**src/rtl/cpu_pkg.sv**
```systemverilog
// Shared CPU constants and the fetch->decode entry type.
// Decode reuses these widths, so keep them in one place.
package cpu_pkg;
    localparam int ADDR_W = 32;
    localparam int INSN_W = 32;
    localparam logic [ADDR_W-1:0] RESET_PC = '0;
    localparam logic [ADDR_W-1:0] PC_STEP  = ADDR_W'(4);

    typedef struct packed {
        logic [ADDR_W-1:0] pc;
        logic [INSN_W-1:0] insn;
    } fetch_entry_t;
endpackage

```
**src/rtl/fetch_stage_if.sv**
```systemverilog
// Fetch-stage bus bundle: instruction-memory port, redirect input and the decode handshake.
// master = fetch side, slave = memory/decode/branch side.
interface fetch_stage_if;
    import cpu_pkg::*;

    logic              imem_rd_en;
    logic [ADDR_W-1:0] imem_rd_address;
    logic [INSN_W-1:0] imem_data_in;
    logic              redirect_valid;
    logic [ADDR_W-1:0] redirect_pc;
    logic              out_valid;
    logic              out_ready;
    logic [ADDR_W-1:0] out_pc;
    logic [INSN_W-1:0] out_insn;

    modport master (
        output imem_rd_en, imem_rd_address, out_valid, out_pc, out_insn,
        input  imem_data_in, redirect_valid, redirect_pc, out_ready
    );

    modport slave (
        input  imem_rd_en, imem_rd_address, out_valid, out_pc, out_insn,
        output imem_data_in, redirect_valid, redirect_pc, out_ready
    );
endinterface

```
**src/rtl/fetch_skid_fifo.sv**
```systemverilog
// Two-entry {pc, insn} skid queue; entry 0 is always the head, so the output is a plain register.
// Zero-latency head; caller guarantees no push when full and no pop when empty; flush drops everything.
module fetch_skid_fifo
    import cpu_pkg::*;
(
    input  logic         clk,
    input  logic         reset,
    input  logic         flush,
    input  logic         push,
    input  fetch_entry_t push_entry,
    input  logic         pop,
    output fetch_entry_t head,
    output logic [1:0]   occ
);
    fetch_entry_t e0, e1;

    always_ff @(posedge clk or posedge reset) begin
        if (reset) begin
            e0  <= '0;
            e1  <= '0;
            occ <= 2'd0;
        end else if (flush) begin
            occ <= 2'd0;
        end else begin
            case ({push, pop})
                2'b10: begin
                    if (occ == 2'd0) e0 <= push_entry;
                    else             e1 <= push_entry;
                    occ <= occ + 2'd1;
                end
                2'b01: begin
                    e0  <= e1;
                    occ <= occ - 2'd1;
                end
                2'b11: begin
                    // Occupancy unchanged; the new entry lands behind whatever survives the pop.
                    if (occ == 2'd1) begin
                        e0 <= push_entry;
                    end else begin
                        e0 <= e1;
                        e1 <= push_entry;
                    end
                end
                default: ;
            endcase
        end
    end

    assign head = e0;
endmodule

```
**src/rtl/fetch_stage.sv**
```systemverilog
// Instruction fetch: owns the PC, issues reads to a 1-cycle memory, presents {pc, insn} to decode.
// Request-to-present latency 2 cycles; stops issuing once buffered + in-flight reaches 2; redirect flushes.
module fetch_stage
    import cpu_pkg::*;
(
    input  logic          clk,
    input  logic          reset,
    fetch_stage_if.master bus
);
    localparam logic [ADDR_W-1:0] ALIGN_MASK = ~ADDR_W'(3);

    logic [ADDR_W-1:0] pc_q;
    logic [ADDR_W-1:0] inflight_pc;
    logic              inflight;
    logic [1:0]        occ;
    logic [2:0]        pending;
    logic              pop;
    logic              push;
    logic              issue;
    fetch_entry_t      head;
    fetch_entry_t      push_entry;

    assign pop = bus.out_valid & bus.out_ready;

    // Slots that will still be committed after this edge; never underflows since pop implies occ >= 1.
    assign pending = {1'b0, occ} + {2'b00, inflight} - {2'b00, pop};
    assign issue   = !reset && !bus.redirect_valid && (pending < 3'd2);
    assign push    = inflight && !bus.redirect_valid;

    assign push_entry.pc   = inflight_pc;
    assign push_entry.insn = bus.imem_data_in;

    always_ff @(posedge clk or posedge reset) begin
        if (reset) begin
            pc_q        <= RESET_PC;
            inflight    <= 1'b0;
            inflight_pc <= '0;
        end else if (bus.redirect_valid) begin
            pc_q     <= bus.redirect_pc & ALIGN_MASK;
            inflight <= 1'b0;
        end else begin
            inflight <= issue;
            if (issue) begin
                pc_q        <= pc_q + PC_STEP;
                inflight_pc <= pc_q;
            end
        end
    end

    fetch_skid_fifo u_skid (
        .clk        (clk),
        .reset      (reset),
        .flush      (bus.redirect_valid),
        .push       (push),
        .push_entry (push_entry),
        .pop        (pop),
        .head       (head),
        .occ        (occ)
    );

    assign bus.imem_rd_en      = issue;
    assign bus.imem_rd_address = pc_q;
    assign bus.out_valid       = (occ != 2'd0);
    assign bus.out_pc          = head.pc;
    assign bus.out_insn        = head.insn;
endmodule

```
**src/flat_wrapper.sv**
```systemverilog
// flat-port wrapper written by rule: the top's interface ports become plain ports
module fetch_stage_flat import cpu_pkg::*;
  (clk, reset, bus_imem_rd_en, bus_imem_rd_address, bus_out_valid, bus_out_pc, bus_out_insn, bus_imem_data_in, bus_redirect_valid, bus_redirect_pc, bus_out_ready);
  fetch_stage_if bus_i ();
  input  logic clk;
  input  logic reset;
  output wire logic [$bits(bus_i.imem_rd_en)-1:0] bus_imem_rd_en;
  output wire logic [$bits(bus_i.imem_rd_address)-1:0] bus_imem_rd_address;
  output wire logic [$bits(bus_i.out_valid)-1:0] bus_out_valid;
  output wire logic [$bits(bus_i.out_pc)-1:0] bus_out_pc;
  output wire logic [$bits(bus_i.out_insn)-1:0] bus_out_insn;
  input wire logic [$bits(bus_i.imem_data_in)-1:0] bus_imem_data_in;
  input wire logic [$bits(bus_i.redirect_valid)-1:0] bus_redirect_valid;
  input wire logic [$bits(bus_i.redirect_pc)-1:0] bus_redirect_pc;
  input wire logic [$bits(bus_i.out_ready)-1:0] bus_out_ready;
  assign bus_imem_rd_en = bus_i.imem_rd_en;
  assign bus_imem_rd_address = bus_i.imem_rd_address;
  assign bus_out_valid = bus_i.out_valid;
  assign bus_out_pc = bus_i.out_pc;
  assign bus_out_insn = bus_i.out_insn;
  assign bus_i.imem_data_in = bus_imem_data_in;
  assign bus_i.redirect_valid = bus_redirect_valid;
  assign bus_i.redirect_pc = bus_redirect_pc;
  assign bus_i.out_ready = bus_out_ready;
  fetch_stage u_core (.clk(clk), .reset(reset), .bus(bus_i));
endmodule
```
**config.mk**
```make
export PLATFORM = sky130hd
export DESIGN_NAME = fetch_stage_flat
export DESIGN_NICKNAME = d
export VERILOG_FILES = /design/src/rtl/cpu_pkg.sv /design/src/rtl/fetch_stage_if.sv /design/src/rtl/fetch_skid_fifo.sv /design/src/rtl/fetch_stage.sv /design/src/flat_wrapper.sv
export SDC_FILE = /design/constraint.sdc
export NUM_CORES = 1
export LEC_CHECK = 0
export BUFFER_PORTS_ARGS = -buffer_cell sky130_fd_sc_hd__clkbuf_2
export CAP_MARGIN = 20
export CORE_MARGIN = 2
export CORE_UTILIZATION = 35
export CTS_CLUSTER_SIZE = 10
export DETAILED_ROUTE_END_ITERATION = 16
export SLEW_MARGIN = 20
export SYNTH_ARGS = -nofsm -noshare
export SYNTH_HDL_FRONTEND = slang
export SYNTH_SLANG_ARGS = --single-unit
```
**constraint.sdc**
```tcl
create_clock -name clk -period 5.2 [get_ports clk]
set_input_delay 0.52 -clock clk [delete_from_list [all_inputs] [get_ports clk]]
set_output_delay 0.52 -clock clk [all_outputs]
set_load 0.02 [all_outputs]
```
==> reports/metrics.csv, run 1 <==
stage;metric;value;unit
final_layout;# fillers;2322;
route;post-DR vias/cell;4.89;
sta;actual slew at the worst max-slew pin;0.890;ns
synth;post-synthesis sequential area ratio;0.567;
outcome;status;finished, final reports clean;
floorplanning;row cnt;56;
clock_tree;clock slew at reported path FFs;0.07;ns
floorplanning;Die Span Y;158;um
critical_path;CP required;4.68;ns
synth;synth warn;0;
global_routing;global-route met2 utilization;0.253;
final_layout;Nets;986;
sta;RSZ-0062 raised after global routing;false;
synth;post-synthesis xor/xnor area fraction;0.00528;
final_layout;Finished Core Util;0.428;
synth;Simple-Gate Fraction of Synth Area;0.136;
sta;Worst Setup Slack, final;1.06;ns
synth;Post-synth ARST share;1.00;
global_routing;Most Crowded Layer GR;met2;
floorplanning;total core area;0.0234;mm^2
critical_path;Worst setup SP type;register;
global_routing;GR Util All Layers;0.162;
global_routing;initial antenna violation count;0;
final_layout;most frequent cells in the layout;dfrtp_1, clkbuf_2, nand2_1, nor2_1, a21oi_1;
sta;post-route setup TNS;0;ns
critical_path;capturing point of the worst reg2reg path;u_core.bus.imem_rd_address[30];
route;DRT iter0 DRCs;441;
clock_tree;Clock Tree Buf Depth;2;
synth;top-area cell type share of the netlist area;0.567;
sta;final period utilization;0.796;
power_and_ir_drop;worst IR drop on VDD;0.216;mV
synth;Netlist cell types;46;
synth;Top FF cell, synth;dfrtp_1;
clock_tree;clock tree from TritonCTS;built;
sta;Pins Over Slew Limit;0;
critical_path;depth of the most critical reg-to-reg path;12;
route;Antenna Nets Post-Route;0;
synth;Synth area leaders;dfrtp_1, mux2_2, mux2i_1, nand2_1, a21oi_1;
clock_tree;H-Tree Depth;4;
job;Max-Cap Viols;0;
synth;Avg Cell Area, Syn;10.7;um^2
sta;crit path time final;4.14;ns
global_routing;global-route wire length before repair;31600;um
placed_design;final weighted congestion in routability-driven placement;0.782;
final_layout;n_diodes;0;
synth;Synth Area in Adders;0.00694;
critical_path;Buf/Inv on CP;5;
critical_path;Crit path largest cell delay;0.59;ns
placed_design;port bufs;161;
critical_path;Max FO, Critical Path;54;
clock_tree;clk sinks;188;
critical_path;CP cell instances;inv_1 -> ha_1 -> inv_1 -> nand2_1 -> xnor2_1 -> nand2_1 -> fa_1 -> xor2_1 -> or4b_4 -> buf_4 -> inv_1 -> clkbuf_2;
critical_path;CP arrival;3.62;ns
critical_path;CP dominant cell by count;inv_1;
floorplanning;Starting Density;0.355;
synth;complex-gate fraction of the synthesized area;0.0908;
final_layout;layout cells sized above 1;0.289;
sta;final hold vios;0;
route;Pre-antenna DRT Iters;4;
critical_path;crit path capture type;output pin;
global_routing;M1 GR Usage;0.229;
sta;FMAX;242;MHz
critical_path;reg2reg setup slack;1.38;ns
clock_tree;Hold-fix buffers, CTS;0;
clock_tree;cts repair resizes;0;
route;drt wl/cell;15.7;um
critical_path;reg2reg start;u_core.u_skid.occ[1];
synth;main combinational cell family by area after synthesis;multiplexers;
synth;count of flip-flops with a built-in enable after synthesis;0;
global_routing;gr ovfl total;0;
synth;register bit total from synthesis;188;
sta;Final Setup Violations;0;
synth;synthesized cell area;0.00830;mm^2
critical_path;crit-path leading delay family;simple AND/OR/NAND/NOR gates;
route;DRT Wirelength;19600;um
global_routing;met3 Track Usage GR;0.0323;
power_and_ir_drop;leakage;0.00506;uW
floorplanning;# IOs;166;
synth;Yosys top cell by area;dfrtp_1;
final_layout;Layout area overhead;20.7;%
min_path;hold crit path type;input port to async pin;
critical_path;CP max-delay cell;or4b_4;
synth;Cells after Synth;773;
placed_design;Place WS;1.39;ns
synth;mux cell area share after synthesis;0.165;
power_and_ir_drop;PwrDens;607;mW/mm^2
final_layout;commonest non-fill, non-tap cell in the layout;dfrtp_1;
critical_path;Crit Path Class;register to output pin;
clock_tree;CTS buffer count;17;
sta;Fin Clk Skew;0.0122;ns
floorplanning;Die X;158;um
route;number of remaining DRC errors;0;
placed_design;hpwl dp;12900;um
clock_tree;clock root buffer;clkbuf_16;
clock_tree;worst skew pair latency;0.44;ns
clock_tree;number of setup buffers added after CTS;0;
sta;Max-slew headroom;0.406;
power_and_ir_drop;Design Power;6080;uW
floorplanning;die area;0.0250;mm^2
route;via count;6091;
global_routing;largest net degree at the start of global routing;158;
global_routing;number of global-route vias before repair;5813;
synthesized netlist by cell type, types with 11 or more instances:
cell type	count
dfrtp_1	188
clkbuf_1	36
inv_1	11
mux2i_1	67
mux2_2	62
o21ai_0	21
nand3_1	20
a21oi_1	70
nand4_1	11
nand2_1	123
nor2_1	78
o311ai_0	11
worst max-delay path by stage:
stage	from	endpoint	depth (start not counted)
global route	u_core.u_skid.occ[1]	bus_imem_rd_en	12
global placement	u_core.u_skid.occ[1]	u_core.bus.imem_rd_address[30]	12
CTS	u_core.u_skid.occ[1]	bus_imem_rd_en	12
detailed placement	u_core.u_skid.occ[1]	u_core.bus.imem_rd_address[30]	12
floorplan	u_core.u_skid.occ[1]	bus_imem_rd_en	13
finish	u_core.u_skid.occ[1]	bus_imem_rd_en	12
worst reg2reg max path: stages (launching register included):
cell	delay [ns]
dfrtp_1	0.45
inv_1	0.09
ha_1	0.20
inv_1	0.09
nand2_1	0.20
xnor2_1	0.28
nand2_1	0.11
fa_1	0.38
xor2_1	0.15
or4b_4	0.60
or4_4	0.62
or4b_1	0.48
o211ai_1	0.11
cell type report:
| cell class | count | area [um^2] | share of cell area |
|---|---|---|---|
| timing repair buffer | 169 | 891 | 0.0889 |
| tap | 319 | 399 | 0.0398 |
| clock inverter | 14 | 171 | 0.0171 |
| inverter | 12 | 48.8 | 0.00487 |
| multi-input combinational | 526 | 3380 | 0.337 |
| clock buffer | 18 | 429 | 0.0428 |
| sequential | 188 | 4700 | 0.470 |
metrics by stage:
| stage | cell area, um^2 | cells | hold slack, ns |
|---|---|---|---|
| after floorplan | 8310 | 774 | 0.464 |
| after global placement | 9420 | 1214 | 0.485 |
| after detailed placement | 9420 | 1214 | 0.488 |
| after CTS | 10000 | 1246 | 0.256 |
| after global routing | 10000 | 1246 | 0.285 |
| final | 10000 | 1246 | 0.231 |
registers in the layout, indices dropped and copies added, names as in the netlist:
register and count:
u_core.u_skid.occ 2, u_core.u_skid.head 63, u_core.u_skid.e1 62, u_core.inflight_pc 30, u_core.bus.imem_rd_address 30, u_core.inflight 1
metal layers:
layer  up-vias  share of wire
li1       2977              -
met4         0         0.0083
met3        11          0.049
met2       157           0.46
met5         -              0
met1      2946           0.49
power breakdown:
part	internal [uW]	switching [uW]	total, uW
clock	730	614	1340
sequential	2080	431	2510
combinational	874	1350	2220
cells by family after synthesis:
family / count (synthesis)
AND/OR/NAND/NOR: 259
flip-flops: 188
multiplexers: 129
AO/OA/AOI/OAI: 127
buffers and inverters: 60
XOR/XNOR: 5
adder cells (fa/ha/maj): 4
other: 1
Note: power is estimated with default switching activity, not from simulation.
==> run 2: changes to the inputs <==
--- a/config.mk
+++ b/config.mk
@@ -5,6 +5,7 @@
 export SDC_FILE = /design/constraint.sdc
 export NUM_CORES = 1
 export LEC_CHECK = 0
+export ABC_AREA = 1
 export BUFFER_PORTS_ARGS = -buffer_cell sky130_fd_sc_hd__clkbuf_2
 export CAP_MARGIN = 20
 export CORE_MARGIN = 2
==> constraint.sdc (replaced) <==
create_clock -name clk -period 4 [get_ports clk]
set_input_delay 0.4 -clock clk [delete_from_list [all_inputs] [get_ports clk]]
set_output_delay 0.4 -clock clk [all_outputs]
set_load 0.02 [all_outputs]
==> run 2 against run 1 <==
- sequential share of layout area down 2.6 points
- clock skew down 0.00084 ns
- critical path depth up 3
- clock power up 26%
- utilization down 0.57 points
- routed wire length up 13%
- power up 31%
- global-route usage up 0.99 points
- critical endpoint unchanged
- worst hold slack worse by 0.040 ns
- register-to-register slack worse by 0.32 ns
- first-iteration DRC count up 28%
==> reports/metrics.csv, run 2 <==
stage;metric;value;unit
sta;RSZ-0062 raised after global routing;false;
sta;Worst Setup Slack, final;0.678;ns
synth;Post-synth ARST share;1.00;
sta;final period utilization;0.830;
final_layout;max reg flops;63;
synth;synthesized cell area;0.00895;mm^2
clock_tree;clock root buffer;clkbuf_16;
sta;final hold vios;0;
clock_tree;CTS buffer count;17;
critical_path;Crit Path Class;register to output pin;
route;DRT Wirelength;22200;um
global_routing;largest net degree at the start of global routing;80;
placed_design;hpwl dp;15300;um
critical_path;capturing point of the worst reg2reg path;u_core.bus.imem_rd_address[8];
sta;Final Setup Violations;0;
final_layout;# fillers;2637;
clock_tree;cts repair resizes;0;
final_layout;register area;0.00470;mm^2
outcome;status;finished, final reports clean;
critical_path;depth of the most critical reg-to-reg path;16;
placed_design;placed inst area;0.0100;mm^2
synth;count of flip-flops with a built-in enable after synthesis;0;
synth;count leader, synth;nand2_1;
clock_tree;clk sinks;188;
critical_path;Worst setup SP type;register;
job;Max-Cap Viols;0;
min_path;hold path cells;3;
floorplanning;Starting Density;0.356;
clock_tree;clock slew at reported path FFs;0.07;ns
power_and_ir_drop;Comb pwr share;0.387;
synth;Avg Cell Area, Syn;7.51;um^2
synth;Synth area leaders;dfrtp_1, nand2_1, o21ai_0, nor2_1, inv_1;
final_layout;finished layout cell area;0.0106;mm^2
sta;FMAX;301;MHz
power_and_ir_drop;P_sw;3340;uW
power_and_ir_drop;share of total power in the clock network;0.212;
sta;Pins Over Slew Limit;0;
final_layout;area taken by multi-input logic gates;0.00348;mm^2
power_and_ir_drop;Reg power frac;0.400;
critical_path;reg2reg setup slack;1.06;ns
power_and_ir_drop;P_int;4620;uW
synth;synth cell count leaders;nand2_1, dfrtp_1, nor2_1, inv_1, o21ai_0;
final_layout;Layout area overhead;18.6;%
clock_tree;worst skew pair latency;0.43;ns
clock_tree;clock tree from TritonCTS;built;
sta;hold slack;0.191;ns
sta;post-route setup TNS;0;ns
floorplanning;total core area;0.0251;mm^2
final_layout;commonest non-fill, non-tap cell in the layout;nand2_1;
critical_path;Max FO, Critical Path;79;
min_path;hold crit path type;input port to register;
synth;Top FF cell, synth;dfrtp_1;
sta;crit path time final;3.32;ns
floorplanning;die area;0.0269;mm^2
power_and_ir_drop;PwrDens;751;mW/mm^2
final_layout;Finished Core Util;0.422;
floorplanning;# IOs;166;
power_and_ir_drop;worst IR drop on VDD;0.219;mV
clock_tree;H-Tree Depth;4;
global_routing;GR Util All Layers;0.172;
power_and_ir_drop;switching part of the total power;0.419;
route;drt wl/cell;13.3;um
global_routing;gr ovfl total;0;
min_path;Min-Delay Startpoint;bus_redirect_pc[7];
route;via count;7557;
global_routing;number of global-route vias before repair;6957;
clock_tree;number of setup buffers added after CTS;0;
critical_path;crit path capture type;output pin;
clock_tree;Clock Tree Buf Depth;2;
synth;Yosys top cell by area;dfrtp_1;
global_routing;global-route wire length before repair;36800;um
final_layout;n_diodes;0;
synth;synth warn;0;
final_layout;most frequent cells in the layout;nand2_1, dfrtp_1, clkbuf_2, nor2_1, inv_1;
min_path;hold endpoint;u_core.bus.imem_rd_address[7];
critical_path;CP required;3.60;ns
synth;register bit total from synthesis;188;
route;post-DR vias/cell;4.53;
synth;top-area cell type share of the netlist area;0.526;
placed_design;Place WS;1.04;ns
sta;Max-slew headroom;0.435;
power_and_ir_drop;leakage;0.00565;uW
route;Antenna Nets Post-Route;0;
floorplanning;Die X;164;um
sta;Fin Clk Skew;0.0114;ns
critical_path;reg2reg start;u_core.u_skid.occ[1];
synth;Cells after Synth;1192;
synth;post-synthesis sequential area ratio;0.526;
placed_design;port bufs;161;
final_layout;layout cells sized above 1;0.165;
clock_tree;Hold-fix buffers, CTS;0;
sta;actual slew at the worst max-slew pin;0.848;ns
placed_design;final weighted congestion in routability-driven placement;0.862;
synth;Netlist cell types;27;
final_layout;Nets;1397;
floorplanning;row cnt;58;
global_routing;initial antenna violation count;0;
route;number of remaining DRC errors;0;
route;DRT iter0 DRCs;563;
critical_path;CP arrival;2.92;ns
floorplanning;Die Span Y;164;um
route;Pre-antenna DRT Iters;5;
run 2: how the worst max path moves through the flow:
stage / startpoint / end
finish: u_core.u_skid.occ[1] / bus_imem_rd_en
global route: u_core.u_skid.occ[1] / bus_imem_rd_en
CTS: u_core.u_skid.occ[1] / bus_imem_rd_en
detailed placement: u_core.u_skid.occ[1] / u_core.bus.imem_rd_address[8]
global placement: u_core.u_skid.occ[1] / u_core.bus.imem_rd_address[8]
floorplan: reset / bus_imem_rd_en
run 2: kinds of logic after synthesis:
group	count (synthesis)	synth area share
AOI/OAI and AO/OA	179	0.101
xor gates and xnor gates	2	0.00196
adders and majority gates	4	0.00643
buffers and inverters	190	0.0871
DFF	188	0.526
other	1	0.000419
and+or+nand+nor	628	0.277
run 2: layout make-up:
| type | instances | share of cell area |
|---|---|---|
| Tap cell | 330 | 0.0389 |
| Clock buffer | 18 | 0.0414 |
| Multi-Input combinational cell | 815 | 0.328 |
| Timing Repair Buffer | 170 | 0.0870 |
| Inverter | 133 | 0.0477 |
| Sequential cell | 188 | 0.443 |
| Clock inverter | 13 | 0.0132 |
run 2: routing by layer:
layer  track usage  wire length [um]  vias up
met5             0                 0        -
met4        0.0375               156        0
met3        0.0293               972       11
met2         0.262              9690      170
met1         0.257             11300     3418
li1              -                 -     3958
run 2: worst max-delay path, cell delays in order, from the launching register on:
cell and delay (ns):
dfrtp_1 0.41, inv_1 0.13, ha_1 0.27, inv_1 0.09
nand2_1 0.11, nand2_1 0.06, nand2_1 0.10, nor2_1 0.05
inv_1 0.07, fa_1 0.41, nand2_1 0.07, nor2_1 0.04
nand2_2 0.15, buf_12 0.29, inv_2 0.05, clkbuf_2 0.15
run 2: metrics by stage:
stage	power (uW)	instances
final	7960	1667
after global routing	8660	1667
after CTS	8080	1667
after detailed placement	6360	1636
after global placement	6280	1636
after floorplan	5340	1193
run 2: power groups by stage:
stage / clock, uW / sequential [uW] / combinational (uW)
after floorplan: 0 / 3580 / 1760
after global placement: 0 / 3190 / 3080
after detailed placement: 0 / 3220 / 3140
after CTS: 1750 / 3190 / 3140
after global routing: 1820 / 3290 / 3540
final: 1690 / 3190 / 3090
==> run 3: changes to the inputs <==
==> constraint.sdc (replaced) <==
create_clock -name clk -period 2.9 [get_ports clk]
set_input_delay 0.29 -clock clk [delete_from_list [all_inputs] [get_ports clk]]
set_output_delay 0.29 -clock clk [all_outputs]
set_load 0.02 [all_outputs]
==> run 3 against run 2 <==
- cell count grew 1.1%
- utilization grew 0.91 points
- critical path type unchanged
- largest power group is now combinational cells
- critical path depth is the same
- combinational power grew 49%
- clock power grew 31%
- worst hold slack lost 0.11 ns
- via count grew 2.0%
- worst setup slack lost 0.59 ns
==> reports/metrics.csv, run 3 (synthesized netlist as in run 2, its figures left out) <==
stage;metric;value;unit
placed_design;port bufs;161;
global_routing;largest net degree at the start of global routing;127;
critical_path;Buf/Inv on CP;6;
global_routing;initial antenna violation count;0;
critical_path;Max FO, Critical Path;4;
placed_design;Place WS;0.127;ns
route;drt wl/cell;13.5;um
sta;RSZ-0062 raised after global routing;true;
critical_path;stages on the worst setup path;15;
floorplanning;# IOs;166;
placed_design;placed inst area;0.0101;mm^2
global_routing;number of global-route vias before repair;7184;
route;number of remaining DRC errors;0;
route;DRT Wirelength;22700;um
sta;Fin Clk Skew;0.0108;ns
clock_tree;clock tree from TritonCTS;built;
sta;Worst Setup Slack, final;0.0911;ns
route;DRT iter0 DRCs;607;
critical_path;depth of the most critical reg-to-reg path;19;
critical_path;Worst setup SP type;register;
final_layout;layout cells sized above 1;0.187;
sta;Pins Over Slew Limit;0;
sta;hold slack;0.0810;ns
power_and_ir_drop;P_int;6500;uW
critical_path;CP cell instances;inv_2 -> ha_4 -> inv_4 -> nand2_4 -> nand2_2 -> nand2_2 -> nor2_2 -> inv_2 -> fa_1 -> nand2_2 -> nor2_4 -> nand2_4 -> buf_12 -> clkinv_4 -> buf_6;
sta;FMAX;356;MHz
power_and_ir_drop;Comb pwr share;0.410;
sta;actual slew at the worst max-slew pin;0.807;ns
floorplanning;row cnt;58;
critical_path;crit path capture type;output pin;
final_layout;# fillers;2606;
critical_path;Crit path largest cell delay;0.54;ns
sta;Max-slew headroom;0.462;
power_and_ir_drop;Reg power frac;0.394;
floorplanning;die area;0.0269;mm^2
power_and_ir_drop;share of total power in the clock network;0.197;
final_layout;max reg flops;63;
power_and_ir_drop;P_sw;4710;uW
power_and_ir_drop;switching part of the total power;0.420;
final_layout;n_diodes;0;
floorplanning;Starting Density;0.356;
route;via count;7706;
final_layout;finished layout cell area;0.0108;mm^2
route;post-DR vias/cell;4.57;
power_and_ir_drop;Design Power;11200;uW
min_path;hold crit path type;input port to register;
min_path;hold path cells;3;
sta;crit path time final;2.81;ns
clock_tree;H-Tree Depth;4;
sta;final hold vios;0;
sta;post-route setup TNS;0;ns
floorplanning;total core area;0.0251;mm^2
floorplanning;Die Span Y;164;um
global_routing;gr ovfl total;0;
outcome;status;finished, final reports clean;
critical_path;crit-path leading delay family;adder cells;
final_layout;Nets;1417;
critical_path;CP dominant cell by count;nand2_2;
power_and_ir_drop;PwrDens;1040;mW/mm^2
clock_tree;clk sinks;188;
clock_tree;clock slew at reported path FFs;0.07;ns
clock_tree;Clock Tree Buf Depth;2;
floorplanning;Die X;164;um
power_and_ir_drop;leakage;0.00575;uW
critical_path;CP required;2.61;ns
placed_design;hpwl dp;15500;um
final_layout;Layout area overhead;21.1;%
sta;final period utilization;0.969;
route;Pre-antenna DRT Iters;5;
global_routing;GR Util All Layers;0.175;
global_routing;global-route wire length before repair;37300;um
power_and_ir_drop;worst IR drop on VDD;0.352;mV
sta;Final Setup Violations;0;
job;Max-Cap Viols;0;
route;Antenna Nets Post-Route;0;
placed_design;final weighted congestion in routability-driven placement;0.837;
clock_tree;CTS buffer count;17;
clock_tree;worst skew pair latency;0.42;ns
critical_path;Crit Path Class;register to output pin;
critical_path;CP max-delay cell;fa_1;
final_layout;most frequent cells in the layout;nand2_1, dfrtp_1, clkbuf_2, nor2_1, inv_1;
clock_tree;clock root buffer;clkbuf_16;
final_layout;commonest non-fill, non-tap cell in the layout;nand2_1;
critical_path;CP arrival;2.52;ns
run 3: cell count changes in the layout (fill, tap and decap cells not counted), sizes merged:
cell / before / now
bufbuf: 0 / 1
clkinv: 3 / 4
clkbuf: 179 / 181
inv: 136 / 132
buf: 9 / 29
bufinv: 2 / 1
run 3: routing by layer:
layer  routed length, um  vias to the layer above  track usage
met3                 802                       11       0.0301
met5                   0                        -            0
met1               11500                     3548        0.254
li1                    -                     3989            -
met2               10300                      158        0.274
met4                 172                        0       0.0363
run 3: cell type report:
type,instances,area [um^2],share of cell area
flip-flops and latches,188,4700,0.434
clock inverters,9,91.3,0.00843
well taps,330,413,0.0381
inverters,133,515,0.0476
clock buffers,21,450,0.0416
repair buffers,190,1110,0.102
multi-input cells,815,3550,0.328
run 3: timing repair:
| action | CTS | global route |
|---|---|---|
| endpoints found under the hold margin | 0 | 0 |
| hold buffers | 0 | 0 |
| buffers inserted | 5 | 6 |
| endpoints found under the setup margin | 1 | 33 |
| gates cloned | 1 | 0 |
| pin swaps | 2 | 8 |
| resized for setup | 8 | 22 |
run 3: worst paths after layout:
kind	startpoint	slack [ns]	endpoint
worst min register to register	u_core.u_skid.e1[42]	0.48	u_core.u_skid.e1[42]
min in group asynchronous	reset	0.14	u_core.u_skid.e1[29]
worst min-delay path	bus_redirect_pc[7]	0.08	u_core.bus.imem_rd_address[7]
worst max-delay path	u_core.u_skid.occ[1]	0.09	bus_imem_rd_en
worst max register to register	u_core.u_skid.occ[1]	0.16	u_core.bus.imem_rd_address[8]
max in group asynchronous	reset	2.12	u_core.u_skid.head[14]
run 3: tightest hold or removal path, cell delays in order:
cell and delay (ns):
clkbuf_2 0.08, nand2_1 0.04, nand3_1 0.06
run 3: per-stage QoR:
step / std cells / utilization
2_1_floorplan: 1193 / -
3_3_place_gp: 1644 / 0.402
3_5_place_dp: 1644 / 0.402
4_1_cts: 1680 / 0.428
5_1_grt: 1686 / 0.432
6_report: 1686 / 0.432
run 3: power by group through the flow:
stage | logic (uW) | clock network, uW | registers [uW]
after detailed placement | 4370 | 0 | 4460
after global routing | 5230 | 2380 | 4560
after floorplan | 2450 | 0 | 4940
after global placement | 4280 | 0 | 4420
final | 4590 | 2210 | 4420
after CTS | 4520 | 2280 | 4410
